$ cat src/rtl/mac_pe_pkg.sv
//----------------------------------------------------------------------------
// Module  : mac_pe_pkg
// Brief   : Shared widths, weight field layout and saturating add for mac_pe_dbuf.
// Revision: 1.0 - initial release
//----------------------------------------------------------------------------
`default_nettype none

package mac_pe_pkg;

   localparam int DEF_A_W   = 4;
   localparam int DEF_M_W   = 4;
   localparam int DEF_E_W   = 4;
   localparam int DEF_ACC_W = 32;

   // Wide enough to hold any ACC_W+1 bit sum without wrapping.
   localparam int SAT_CALC_W = 64;

   localparam int W_MANT_LSB = 0;

   function automatic int w_exp_lsb(input int m_w);
      return m_w;
   endfunction

   typedef struct packed {
      logic [DEF_E_W-1:0] exp;
      logic [DEF_M_W-1:0] mant;
   } weight_t;

   localparam logic [DEF_ACC_W-1:0] SAT_MAX = {1'b0, {(DEF_ACC_W-1){1'b1}}};
   localparam logic [DEF_ACC_W-1:0] SAT_MIN = {1'b1, {(DEF_ACC_W-1){1'b0}}};

   typedef struct packed {
      logic                  sat;
      logic [SAT_CALC_W-1:0] sum;
   } sat_res_t;

   // Operands must already be sign-extended from acc_w bits.
   function automatic sat_res_t sat_add(
      input logic signed [SAT_CALC_W-1:0] a,
      input logic signed [SAT_CALC_W-1:0] b,
      input int                           acc_w,
      input logic                         sat_en
   );
      logic signed [SAT_CALC_W-1:0] r;
      logic signed [SAT_CALC_W-1:0] hi;
      logic signed [SAT_CALC_W-1:0] lo;
      sat_res_t                     res;
      r       = a + b;
      hi      = (64'sd1 <<< (acc_w - 1)) - 64'sd1;
      lo      = -hi - 64'sd1;
      res.sat = 1'b0;
      res.sum = r;
      if (sat_en && (r > hi)) begin
         res.sat = 1'b1;
         res.sum = hi;
      end else if (sat_en && (r < lo)) begin
         res.sat = 1'b1;
         res.sum = lo;
      end
      return res;
   endfunction

endpackage

`default_nettype wire

$ cat src/rtl/mac_pe_dbuf.sv
//----------------------------------------------------------------------------
// Module  : mac_pe_dbuf
// Brief   : Weight-stationary systolic PE, double-buffered shift-scaled weight,
//           valid-qualified 2-stage MAC with optional saturation.
// Revision: 1.0 - initial release
//----------------------------------------------------------------------------
`default_nettype none

module mac_pe_dbuf
   import mac_pe_pkg::*;
#(
   parameter int A_W    = DEF_A_W,
   parameter int M_W    = DEF_M_W,
   parameter int E_W    = DEF_E_W,
   parameter int ACC_W  = DEF_ACC_W,
   parameter bit SAT_EN = 1'b1
) (
   input  logic               clk,
   input  logic               rst_n,
   input  logic [A_W-1:0]     in_a,
   input  logic               in_a_valid,
   output logic [A_W-1:0]     out_a,
   output logic               out_a_valid,
   input  logic [ACC_W-1:0]   in_sum,
   output logic [ACC_W-1:0]   out_sum,
   output logic               out_sum_valid,
   output logic               out_sat,
   input  logic [M_W+E_W-1:0] w_in,
   output logic [M_W+E_W-1:0] w_out,
   input  logic               w_load_en,
   input  logic               w_swap
);

   localparam int W_W     = M_W + E_W;
   localparam int P_W     = A_W + M_W;
   localparam int EXP_LSB = w_exp_lsb(M_W);

   generate
      if (A_W + M_W + (2**E_W) - 1 > ACC_W) begin : g_width_err
         $error("mac_pe_dbuf: ACC_W too small for shifted product");
      end
      if (ACC_W >= SAT_CALC_W) begin : g_acc_err
         $error("mac_pe_dbuf: ACC_W exceeds saturating adder width");
      end
   endgenerate

   logic [W_W-1:0]          shadow;
   logic [W_W-1:0]          active;
   logic signed [P_W-1:0]   p1;
   logic [E_W-1:0]          e1;
   logic signed [ACC_W-1:0] s1;
   logic                    v1;

   logic signed [A_W-1:0]   a_s;
   logic signed [M_W-1:0]   mant_s;
   logic signed [P_W-1:0]   prod;
   logic signed [ACC_W-1:0] shifted;
   sat_res_t                res;
   logic [SAT_CALC_W-ACC_W-1:0] res_hi_unused;
   logic [ACC_W-1:0]        res_sum;

   assign a_s    = $signed(in_a);
   assign mant_s = $signed(active[W_MANT_LSB +: M_W]);
   // Full-width signed product: the extreme corner (-2^(A_W-1))*(-2^(M_W-1)) fits.
   assign prod   = P_W'(a_s) * P_W'(mant_s);

   assign shifted = ACC_W'(p1) <<< e1;
   assign res     = sat_add(SAT_CALC_W'(s1), SAT_CALC_W'(shifted), ACC_W, SAT_EN);
   assign {res_hi_unused, res_sum} = res.sum;

   assign w_out = shadow;

   always_ff @(posedge clk or negedge rst_n) begin
      if (!rst_n) begin
         shadow        <= '0;
         active        <= '0;
         p1            <= '0;
         e1            <= '0;
         s1            <= '0;
         v1            <= 1'b0;
         out_a         <= '0;
         out_a_valid   <= 1'b0;
         out_sum       <= '0;
         out_sum_valid <= 1'b0;
         out_sat       <= 1'b0;
      end else begin
         out_a       <= in_a;
         out_a_valid <= in_a_valid;

         // Swap reads the pre-edge shadow, so load and swap may coincide.
         if (w_load_en) shadow <= w_in;
         if (w_swap)    active <= shadow;

         p1 <= prod;
         e1 <= active[EXP_LSB +: E_W];
         s1 <= in_sum;
         v1 <= in_a_valid;

         if (v1) begin
            out_sum       <= res_sum;
            out_sat       <= res.sat;
            out_sum_valid <= 1'b1;
         end else begin
            out_sat       <= 1'b0;
            out_sum_valid <= 1'b0;
         end
      end
   end

endmodule

`default_nettype wire
$ cat config.mk
export PLATFORM = sky130hd
export DESIGN_NAME = mac_pe_dbuf
export DESIGN_NICKNAME = d
export VERILOG_FILES = /design/src/rtl/mac_pe_pkg.sv /design/src/rtl/mac_pe_dbuf.sv
export SDC_FILE = /design/constraint.sdc
export NUM_CORES = 1
export LEC_CHECK = 0
export CORE_MARGIN = 1.5
export CORE_UTILIZATION = 51
export CTS_BUF_LIST = sky130_fd_sc_hd__clkbuf_8
export DETAILED_ROUTE_END_ITERATION = 7
export PLACE_DENSITY = 0.84
export SYNTH_ARGS = -nofsm -noshare
export SYNTH_HDL_FRONTEND = slang
export SYNTH_SLANG_ARGS = --single-unit
$ cat constraint.sdc
create_clock -name clk -period 3.78 [get_ports clk]
set_clock_uncertainty 0.15 [all_clocks]
set_input_delay 0.756 -clock clk [delete_from_list [all_inputs] [get_ports clk]]
set_output_delay 0.756 -clock clk [all_outputs]
set_load 0.03 [all_outputs]
## Word-level counts from Yosys, hierarchy flattened

Cells that the tools add are included.

| operators by class | value |
|---|---|
| $add $sub $neg | 1 |
| multipliers | 1 |
| order comparisons | 2 |
| shifts and indexed selects | 1 |
| multiplexer cells | 4 |

Operators by type and width:

| operator | count |
|---|---|
| $mux 65 | 2 |
| $add 32x32->33 | 1 |
| $gt 33x32->1 const B | 1 |
| $lt 33x32->1 const B | 1 |
| $sshl 8x4->32 | 1 |
| $mul 4x4->8 | 1 |
| $mux 1 | 2 |

| word-level totals | value |
|---|---|
| flip-flop bits (word level) | 99 |
| input bits | 49 |
| output and inout port bits | 47 |
| logic and storage cells | 19 |

## Depth between registers and ports, before layout

| logic depth | value |
|---|---|
| depth after elaboration | 6 |
| gate-level depth with buffers | 18 |
| gate-level depth less buffers | 16 |

## Worst setup path after synthesis

No wires, ideal clock.

| timing path | value |
|---|---|
| kind | register -> register |
| start | register e1[0] |
| end | register out_sum[10] |
| setup time | 0.095 ns |
| arrival | 3.606 ns |
| required time | 3.535 ns |
| setup slack | -0.071 ns |
| cell stages (with the launch flop) | 18 |
| path buffers | 2 |
| period minus slack after synthesis | 3.851 ns |
| cell sequence | dfrtp_1 > buf_1 > mux2i_1 > nand2_1 > o31a_1 > nand2_1 > o21ai_0 > mux2_2 > ha_1 > a21oi_1 > o21ai_0 > a21bo_2 > nor3_2 > a211oi_1 > o21ai_1 > clkbuf_1 > a31oi_1 > o31ai_1 |

| on the way | value |
|---|---|
| word-level cells in the longest chain between the ends | 5 |
| elaborated cells on any way between the ends | 6 |
| classes of those cells | 1 x add/sub; 2 x order compare; 1 x shift; 2 x mux |

Ends and longest elaborated chain:

| item | line | text |
|---|---|---|
| start, declared | mac_pe_dbuf.sv:50 | `logic [E_W-1:0] e1;` |
| start signal, assigned | mac_pe_dbuf.sv:95 | `e1 <= active[EXP_LSB +: E_W];` |
| $sshl 8x4->32 * | mac_pe_dbuf.sv:67 | `assign shifted = ACC_W'(p1) <<< e1;` |
| $add 32x32->33 * | mac_pe_pkg.sv:48 | `r = a + b;` |
| $lt 33x32->1 | mac_pe_pkg.sv:56 | `end else if (sat_en && (r < lo)) begin` |
| $mux 65 | mac_pe_pkg.sv:56 |  |
| $mux 65 * | mac_pe_pkg.sv:53 | `if (sat_en && (r > hi)) begin` |
| end signal, assigned | mac_pe_dbuf.sv:100 | `out_sum <= res_sum;` |
| end, declared | mac_pe_dbuf.sv:25 | `output logic [ACC_W-1:0] out_sum,` |

Every way passes the cells marked *; elsewhere a longest branch is shown, timed or not.
A chain may end at the register's enable or synchronous reset.

## Final worst setup path

| timing path | value |
|---|---|
| start | register e1[0] |
| end | register out_sum[24] |

The elaborated chain is that of the path after synthesis.

==> out/metrics.csv <==
stage,metric,value,unit
run_status,status,finished with violations,
run_status,violated checks,negative setup slack,
sta,final setup vio count,32,
setup_path,worst-path fanout max,9,
yosys,"EDFF count, synth",0,
yosys,#FFs+latches synth,99,
floorplanning,Die Wd,114,um
sta,FMAX,0.253,GHz
detailed_routing,first-pass detailed-route iteration total,5,
setup_path,WP data arrival,4.04,ns
grt,grt ovf,0,
power_and_ir_drop,total power,7.86,mW
floorplanning,number of I/O pins,96,
yosys,Mapped Area,6300,um2
yosys,Yosys Warn Count,0,
setup_path,CP Data Required Time,3.88,ns
final_layout,# fillers,776,
yosys,Post-Syn Instances,646,
floorplanning,row cnt,40,
cts,Max clock buf depth,2,
detailed_routing,antenna-violating nets left,0,
yosys,Avg Inst Size Synth,9.76,um2
cts,clk_lat worst skew,0.40,ns
sta,unrepaired setup endpoints after global routing,true,
yosys,Async SR Flop Fraction,100,%
setup_path,crit end category,flop,
sta,fin crit period,3.95,ns
sta,final setup margin,-0.168,ns
sta,WHS,0.229,ns
detailed_routing,DRC,0,
final_layout,ANT cells,0,
cts,CTS tree,built,
placed_design,"Cell Area, Placed",8090,um2
sta,Slew headroom,30.4,%
detailed_routing,drt wl/cell,17.9,um
setup_path,"setup slack, reg-to-reg",-0.17,ns
grt,initial antenna violation count,0,
power_and_ir_drop,Max VDD drop,0.000324,V
final_layout,post-layout util,75.8,%
detailed_routing,DR vias/cell,5.88,
sta,max-slew violations,0,
setup_path,WS Path Type,reg -> reg,
floorplanning,initial core utilization,52.5,%
final_layout,P&R area growth vs syn,44.5,%
placed_design,port bufs,95,
floorplanning,DIE AREA,13000,um2
grt,pin count of the biggest net entering global routing,87,
floorplanning,Die Height,114,um
detailed_routing,DRT iter0 DRCs,430,
worst_hold_path,Worst Hold Class,reg -> reg,
grt,first-pass GRT wire length,28.1,mm
detailed_routing,Via Count,5859,
cts,CTS Sinks,99,
cts,root buffer cell,clkbuf_8,
flow_run,number of max-cap violations,0,
cts,H-tree levels,3,
cts,clk slew on worst S/H paths,0.09,ns
yosys,count of unique library cells instantiated by Yosys,62,
final_layout,fin area,9110,um2
placed_design,Place WS,-0.345,ns
sta,pin slew with the least headroom to its limit,1.04,ns
final_layout,nets@finish,949,
sta,fin crit share,104,%
detailed_routing,final WL,17.9,mm
grt,Total GRT Usage,27.3,%
placed_design,routability-driven placement congestion ratio,0.925,
final_layout,share of cells above drive strength 1,29.2,%
yosys,Main synth FF type,dfrtp_1,
grt,vias in the first global route,5918,
yosys,Synth Net Count,749,
power_and_ir_drop,PD cells,862,nW/um2
yosys,post-synthesis sequential area ratio,39.3,%
cts,total CTS buffers,9,
floorplanning,Core Footprint,12000,um2
power_and_ir_drop,Static Leakage,4.01,nW
placed_design,detailed placement HPWL,12.4,mm
sta,Final Hold Viols,0,
setup_path,CP Launch Type,flop,
## where the power goes
part | switching, mW | internal, mW | leakage, nW
sequential | 0.197 | 1.33 | 1.17
combinational | 2.97 | 2.67 | 2.74
clock | 0.382 | 0.306 | 0.102
total | 3.55 | 4.31 | 4.01
## critical path: stages (launching register included)
cell,delay [ns]
dfrtp_1,0.40
buf_6,0.17
mux2i_4,0.28
a21oi_2,0.09
buf_4,0.16
mux2i_4,0.17
nor2_2,0.06
ha_1,0.32
a21o_1,0.18
or3_4,0.35
o21bai_4,0.16
nand4_1,0.13
a221oi_2,0.29
buf_4,0.17
a41oi_4,0.11
buf_6,0.17
buf_6,0.14
a31oi_1,0.18
a221oi_1,0.11
## flip-flops by register name, summed over array words and instances, names as in the netlist
register / flops
out_a: 4
out_sum: 32
e1: 4
out_sum_valid: 1
active: 8
s1: 32
w_out: 8
p1: 8
v1: 1
out_sat: 1
## metal layers
metal | vias up | wire, um | GRT usage (%)
met3 | 38 | 903 | 4.45
met2 | 197 | 9320 | 48.5
li1 | 2765 | - | -
met5 | - | 0 | 0
met4 | 0 | 426 | 10.8
met1 | 2859 | 7240 | 33.2
## worst paths after layout
| path | from | to | cells after the start |
|---|---|---|---|
| max | e1[0] | out_sum[24] | 18 |
| min | active[7] | e1[3] | 0 |
| max reg2reg | e1[0] | out_sum[24] | 18 |
| min reg2reg | active[7] | e1[3] | 0 |
| max in group asynchronous | rst_n | out_a[3] | 2 |
| min in group asynchronous | rst_n | out_sum[3] | 1 |
## layout make-up
cell class | count | area [um2] | share of cell area (%)
multi-input cells | 479 | 4080 | 44.8
flip-flops and latches | 99 | 2480 | 27.2
repair buffers | 223 | 2050 | 22.5
well taps | 147 | 184 | 2.02
inverters | 34 | 128 | 1.40
clock buffers | 9 | 124 | 1.36
clock inverters | 6 | 67.6 | 0.742
## cell usage in the layout, fill, tap and decap left out, types with 6 or more instances in the layout
cell,instances
o21ai_0,16
a31oi_2,8
clkbuf_8,9
ha_4,6
a32oi_2,6
a31oi_1,16
nand4_1,6
nand2_1,60
a21o_1,17
or3_1,11
a21oi_2,10
nand3_1,9
mux2_2,17
xor2_1,8
buf_4,112
nor2_1,22
o211ai_1,8
nand2b_1,8
fa_1,10
xnor2_1,21
ha_1,38
o21a_1,6
a31oi_4,6
inv_1,34
and2_1,10
buf_6,10
clkdlybuf4s50_1,93
o31ai_1,29
dfrtp_1,99
a21oi_1,29
## cells in the mapped netlist (4+ instances only)
master | number | area [um2]
a211oi_1 | 7 | 52.6
a21o_1 | 17 | 128
a21oi_1 | 39 | 195
a31o_2 | 4 | 35.0
a31oi_1 | 30 | 188
a32oi_1 | 7 | 61.3
and2_1 | 11 | 68.8
and3_1 | 5 | 31.3
buf_2 | 7 | 35.0
buf_4 | 6 | 45.0
clkbuf_1 | 20 | 75.1
dfrtp_1 | 99 | 2480
fa_1 | 10 | 200
ha_1 | 44 | 551
inv_1 | 33 | 124
mux2_2 | 19 | 214
mux2i_1 | 10 | 100
nand2_1 | 61 | 229
nand2b_1 | 9 | 56.3
nand3_1 | 9 | 45.0
nand4_1 | 6 | 37.5
nor2_1 | 28 | 105
nor2b_1 | 5 | 31.3
nor3_1 | 7 | 35.0
o211ai_1 | 8 | 60.1
o21a_1 | 6 | 45.0
o21ai_0 | 21 | 105
o21bai_1 | 4 | 30.0
o31ai_1 | 31 | 233
or3_1 | 12 | 75.1
xnor2_1 | 21 | 184
xor2_1 | 8 | 70.1
## kinds of logic after synthesis
| family | after synthesis | synth area share [%] |
|---|---|---|
| compound gates | 204 | 22.6 |
| fa+ha+maj | 54 | 11.9 |
| simple gates | 163 | 12.6 |
| mux | 29 | 4.98 |
| xor+xnor | 29 | 4.03 |
| buf+inv | 68 | 4.54 |
| flops | 99 | 39.3 |
## what timing repair did
item | 4_1_cts | 5_1_grt
endpoints found under the setup margin | 33 | 34
buffers inserted | 16 | 6
hold buffers | 0 | 0
gates cloned | 2 | 1
resized for setup | 57 | 51
hold endpoints to repair | 0 | 0
pin swaps | 18 | 8
## through the flow
step                      cells  setup TNS [ns]
after floorplan             646               0
after global placement      957           -4.33
after detailed placement    957           -9.62
after CTS                   990           -1.51
after global routing        997           -9.76
final                       997           -4.05
(Power assumes the default switching activity.)
